==> config.mk <==
export PLATFORM = sky130hd
export DESIGN_NAME = turbo_iter_sched
export DESIGN_NICKNAME = d
export VERILOG_FILES = /design/src/rtl/turbo_iter_sched.sv
export SDC_FILE = /design/constraint.sdc
export NUM_CORES = 1
export LEC_CHECK = 0
export CORE_UTILIZATION = 51
export CTS_BUF_LIST = sky130_fd_sc_hd__clkbuf_8
export CTS_CLUSTER_SIZE = 25
export DETAILED_ROUTE_END_ITERATION = 7
export GPL_ROUTABILITY_DRIVEN = 0
export PLACE_DENSITY = 0.86
export SYNTH_ARGS = -nofsm -noshare
export SYNTH_HDL_FRONTEND = slang
export SYNTH_SLANG_ARGS = --single-unit
==> constraint.sdc <==
create_clock -name clk -period 2.1 [get_ports clk]
set_input_delay 0.525 -clock clk [delete_from_list [all_inputs] [get_ports clk]]
set_output_delay 0.525 -clock clk [all_outputs]
set_load 0.02 [all_outputs]
==> src/rtl/turbo_iter_sched.sv <==
// Half-iteration scheduler for the turbo decoder.
// One shared SISO alternates between decoder 1 (natural order) and decoder 2
// (interleaved order). The block counts half-iterations, honours early
// termination, runs the final deinterleave when the last pass ends in the
// interleaved domain, and guards every SISO/deinterleave wait with a watchdog.
// Every output is registered, and each pulse lasts exactly one cycle.
module turbo_iter_sched #(
   parameter int HALF_ITER     = 2,    // maximum half-iterations per frame
   parameter int MIN_HALF_ITER = 2,    // minimum before early stop is honoured
   parameter int TIMEOUT       = 1024, // watchdog cycles per wait, 0 = off
   parameter int CNT_W         = 8,
   parameter int TMR_W         = 16
) (
   input  logic             clk,
   input  logic             reset,
   input  logic             in_valid,
   output logic             ready,
   output logic             overrun,
   output logic             load_en,
   output logic             siso_start,
   input  logic             siso_done,
   output logic             siso_sel,
   output logic             apriori_zero,
   input  logic             early_stop_en,
   input  logic             converged,
   output logic             deint_start,
   input  logic             deint_done,
   output logic [CNT_W-1:0] half_iter_cnt,
   output logic             out_valid,
   output logic             timeout_err
);

   typedef enum logic [2:0] {
      S_IDLE, S_LOAD, S_RUN, S_WAIT, S_DEINT, S_DWAIT, S_DONE
   } state_t;

   localparam logic [CNT_W-1:0] CNT_MAX  = CNT_W'(HALF_ITER);
   localparam logic [CNT_W-1:0] CNT_MIN  = CNT_W'(MIN_HALF_ITER);
   // When TIMEOUT is 0 this wraps to all ones, but WDOG_EN masks it.
   localparam logic [TMR_W-1:0] TMR_LAST = TMR_W'(TIMEOUT - 1);
   localparam logic             WDOG_EN  = (TIMEOUT != 0);

   state_t           state_q, state_d;
   logic [TMR_W-1:0] wdog_q, wdog_d;
   logic [CNT_W-1:0] cnt_q, cnt_d, cnt_inc;
   logic             sel_q, sel_d;
   logic             apz_q, apz_d;
   logic             tmo_d, finish, expired;
   logic             ready_q, overrun_q, load_en_q, siso_start_q;
   logic             deint_start_q, out_valid_q, timeout_err_q;

   // Next-state, counter and watchdog logic.
   // NOTE: every signal gets a default first, so no path can infer a latch.
   always_comb begin
      state_d = state_q;
      wdog_d  = wdog_q;
      cnt_d   = cnt_q;
      sel_d   = sel_q;
      apz_d   = apz_q;
      tmo_d   = 1'b0;
      cnt_inc = cnt_q + CNT_W'(1);
      finish  = (cnt_inc == CNT_MAX) ||
                (early_stop_en && converged && (cnt_inc >= CNT_MIN));
      expired = WDOG_EN && (wdog_q == TMR_LAST);

      case (state_q)
         S_IDLE: begin
            if (in_valid) begin
               state_d = S_LOAD;
               cnt_d   = '0;
               sel_d   = 1'b0;
               apz_d   = 1'b1;
            end
         end
         S_LOAD: state_d = S_RUN;
         S_RUN: begin
            wdog_d  = '0;
            state_d = S_WAIT;
         end
         S_WAIT: begin
            wdog_d = wdog_q + TMR_W'(1);
            // A done that lands on the expiry cycle still counts.
            if (siso_done) begin
               cnt_d = cnt_inc;
               if (!finish) begin
                  sel_d   = ~sel_q;
                  apz_d   = 1'b0;
                  state_d = S_RUN;
               end else if (sel_q) begin
                  state_d = S_DEINT;
               end else begin
                  state_d = S_DONE;
               end
            end else if (expired) begin
               tmo_d   = 1'b1;
               state_d = S_IDLE;
            end
         end
         S_DEINT: begin
            wdog_d  = '0;
            state_d = S_DWAIT;
         end
         S_DWAIT: begin
            wdog_d = wdog_q + TMR_W'(1);
            if (deint_done) begin
               state_d = S_DONE;
            end else if (expired) begin
               tmo_d   = 1'b1;
               state_d = S_IDLE;
            end
         end
         S_DONE:  state_d = S_IDLE;
         default: state_d = S_IDLE;
      endcase
   end

   // State, counters and registered Moore outputs.
   // NOTE: sequential state uses non-blocking assignments only.
   always_ff @(posedge clk) begin
      if (reset) begin
         state_q       <= S_IDLE;
         wdog_q        <= '0;
         cnt_q         <= '0;
         sel_q         <= 1'b0;
         apz_q         <= 1'b1;
         ready_q       <= 1'b1;
         overrun_q     <= 1'b0;
         load_en_q     <= 1'b0;
         siso_start_q  <= 1'b0;
         deint_start_q <= 1'b0;
         out_valid_q   <= 1'b0;
         timeout_err_q <= 1'b0;
      end else begin
         state_q       <= state_d;
         wdog_q        <= wdog_d;
         cnt_q         <= cnt_d;
         sel_q         <= sel_d;
         apz_q         <= apz_d;
         ready_q       <= (state_d == S_IDLE);
         // A frame offered while busy is dropped and flagged.
         overrun_q     <= in_valid && !ready_q;
         load_en_q     <= (state_d == S_LOAD);
         siso_start_q  <= (state_d == S_RUN);
         deint_start_q <= (state_d == S_DEINT);
         out_valid_q   <= (state_d == S_DONE);
         timeout_err_q <= tmo_d;
      end
   end

   assign ready         = ready_q;
   assign overrun       = overrun_q;
   assign load_en       = load_en_q;
   assign siso_start    = siso_start_q;
   assign siso_sel      = sel_q;
   assign apriori_zero  = apz_q;
   assign deint_start   = deint_start_q;
   assign half_iter_cnt = cnt_q;
   assign out_valid     = out_valid_q;
   assign timeout_err   = timeout_err_q;

endmodule

==> results.cfg <==
[worst_hold_path]
hp-start = ready
min_path_type = flop to flop

[die]
ioPinCount = 24
num_rows = 21
fp.dieH_um = 62.75
die_w_um = 62.75
initial_core_util = 0.5467
die_area_um2 = 3937
core-area_um2 = 3442

[pwr]
switchingPower_mw = 0.3966
pwr-share-seq = 0.437
leakage_nw = 0.9597
p_clk_frac = 0.412
p_int_mw = 1.224
pwr-share-comb = 0.150
cellPowerDensity_nw_per_um2 = 640.9
ir_worst_vdd_uv = 355.2
switching_share = 0.2447

[cts]
clk_latency_ns = 0.29
numCtsBuffers = 5
clk_path_buf_depth = 2
htree_num_levels = 2
cts_sinks = 36
cts_tree = done
cts-root-buf = clkbuf_8
clk_pin_slew_ns = 0.07

[drt]
vias_per_cell = 5.791
drtAntennaViolNets = 0
postRouteWirelength_um = 4543
dr.first_iter.drc_count = 136
firstDrtPassIters = 4
wl_per_cell_um = 13.98
drc = 0
num_vias = 1882

[worst_setup_path]
r2r-start = half_iter_cnt[0]
critical_path_class = flop to flop
start_kind = flop
startpoint = half_iter_cnt[0]
end_kind = flop
cp.arrival_ns = 2.27
crit_fanout = 3
required_ns = 2.28

[yosys]
synth_edf_count = 0
netlist_area_um2 = 1882
ys.warnings.count = 0
synth_fp_nets = 241
synthArstFlopShare = 0
ys_types = 50
syn_area_per_cell_um2 = 8.146
synth_seq_area_share = 0.3830
yosys_register_bits = 36
synthCells = 231
synth_flop_cell = dfxtp_1

[placed_design]
place_area_um2 = 2355
dpl_worst_slack_ns = -0.02800
port_buffers = 23
dp_hpwl_um = 3056

[global_route]
grt_antenna_before_repair = 0
grt_pass1_wl_um = 7603
grt_busiest_layer = met2
use_met1 = 0.2719
grt-ovfl-total = 0
grtUsageMet2 = 0.4307
grt_usage = 0.2423
grt_pass1_vias = 1783
use_met3 = 0.05657
grt_max_degree = 23

[sta]
fin_crit_ns = 2.090
min_period_over_period = 0.9952
relSlewSlack = 0.6670
rsz0062_at_grt = yes
whs_ns = 0.4228
fmaxAchievable_mhz = 478.5
fin_ws_ns = 0.01001
drv_slew = 0
fin_skew_ns = 0.008112
setup_viol = 0
finalHoldViolCount = 0
tightest_slew_ns = 0.4949

[layout]
n_fill_cell = 246
fin_nets = 288
antenna_cells = 0
layout-drive-gt1-share = 0.2007
final_area_um2 = 2529
syn2layout_area_growth_pct = 34.38

[run_status]
status = complete, no violations

[run]
maxCapViolCount = 0
==> routing by layer <==
layer / up-vias / wire length, µm / share of wire
met4: 0 / 94 / 0.021
li1: 936 / - / -
met5: - / 0 / 0
met1: 875 / 1989 / 0.44
met3: 9 / 215 / 0.047
met2: 62 / 2244 / 0.49
==> synth_stat cells (all sizes together), types with 3 or more instances <==
library cell,n,share of area
nor2,32,0.064
or2,3,0.010
nand3,8,0.024
ha,3,0.020
o21ai,12,0.032
nand2b,3,0.010
o211a,3,0.016
mux2,4,0.024
xnor2,3,0.014
o21bai,3,0.012
nand4,6,0.020
a211oi,3,0.019
clkbuf,11,0.022
nand2,14,0.031
dfxtp,36,0.38
nor3,18,0.051
a21oi,22,0.059
a21o,5,0.020
inv,4,0.0080
nor2b,3,0.010
and3,5,0.017
nor4,3,0.010
==> registers in the layout (all words and copies together), names as in the netlist <==
name / count
out_valid: 1
siso_sel: 1
apriori_zero: 1
siso_start: 1
deint_start: 1
load_en: 1
overrun: 1
ready: 1
state_q: 3
half_iter_cnt: 8
timeout_err: 1
wdog_q: 16
==> cell families (layout without fill, tap and decap cells) <==
family / after synthesis / count (layout) / synth area share
simple gates: 109 / 109 / 0.3078
compound gates: 58 / 58 / 0.2101
flops: 36 / 36 / 0.3830
buf+inv: 16 / 64 / 0.03191
xor+xnor: 5 / 5 / 0.02328
mux: 4 / 4 / 0.02393
fa+ha+maj: 3 / 3 / 0.01995
==> layout make-up <==
type / instances / area [µm²] / share of cell area
timing repair buffer: 51 / 447.9 / 0.1771
inverter: 5 / 18.77 / 0.007422
multi-input combinational: 179 / 1150 / 0.4547
tap: 46 / 57.56 / 0.02276
sequential: 36 / 728.2 / 0.2880
clock buffer: 7 / 96.34 / 0.03810
clock inverter: 1 / 30.03 / 0.01188
==> critical path: stages (launching register included) <==
cell	delay (ns)
dfxtp_4	0.36
ha_4	0.16
or4b_4	0.49
nor3_4	0.19
o32a_1	0.26
a211oi_4	0.08
nand2_2	0.14
mux2_4	0.31
==> final timing paths <==
path	depth (start not counted)	endpoint	slack [ns]
setup reg to reg	7	siso_sel	0.01
setup / recovery	7	siso_sel	0.01
hold reg to reg	1	overrun	0.42
hold / removal	1	overrun	0.42
==> cells in the final DEF (no fill, tap or decap), types with 2 or more instances in the layout <==
cell type,netlist,layout
a21o_1,5,5
nand2_2,2,2
dfxtp_1,36,32
o21bai_1,3,3
or3_1,2,2
o21ai_0,5,5
and4_1,2,2
nand4_1,6,6
nor2_1,32,32
nand2b_1,3,3
nor3_1,17,16
xnor2_1,3,3
o211a_1,3,3
nand2_1,12,12
a211oi_1,2,2
or4_1,2,2
nand3_1,7,7
a211o_1,2,2
o21ai_1,7,7
and3_1,5,5
xor2_1,2,2
mux2_1,4,3
nand3b_1,2,2
inv_1,3,3
buf_4,0,26
nor2b_1,3,3
dfxtp_2,0,3
clkbuf_8,0,7
clkdlybuf4s50_1,0,23
nor4_1,3,2
nor3b_1,2,2
buf_6,0,2
a21oi_1,22,22
==> repair_timing <==
item,CTS,global route
resized for setup,1,11
hold buffers,0,0
setup endpoints to repair,2,7
pin swaps,0,2
buffers inserted,0,1
==> through the flow <==
stage	cells	total power, mW	util	TNS, ns
floorplan	231	0.8655	-	0
global placement	317	0.9556	0.6841	0
detailed placement	317	0.9632	0.6841	-0.03107
CTS	325	1.623	0.7219	0
global route	325	1.678	0.7346	-0.1635
finish	325	1.621	0.7346	0
==> power groups by stage <==
| stage | Clock [mW] | Combinational, mW | Sequential (mW) |
|---|---|---|---|
| floorplan | 0 | 0.130 | 0.736 |
| global placement | 0 | 0.231 | 0.725 |
| detailed placement | 0 | 0.238 | 0.725 |
| CTS | 0.673 | 0.241 | 0.710 |
| global route | 0.703 | 0.265 | 0.710 |
| finish | 0.668 | 0.244 | 0.709 |
(Power assumes the default switching activity.)
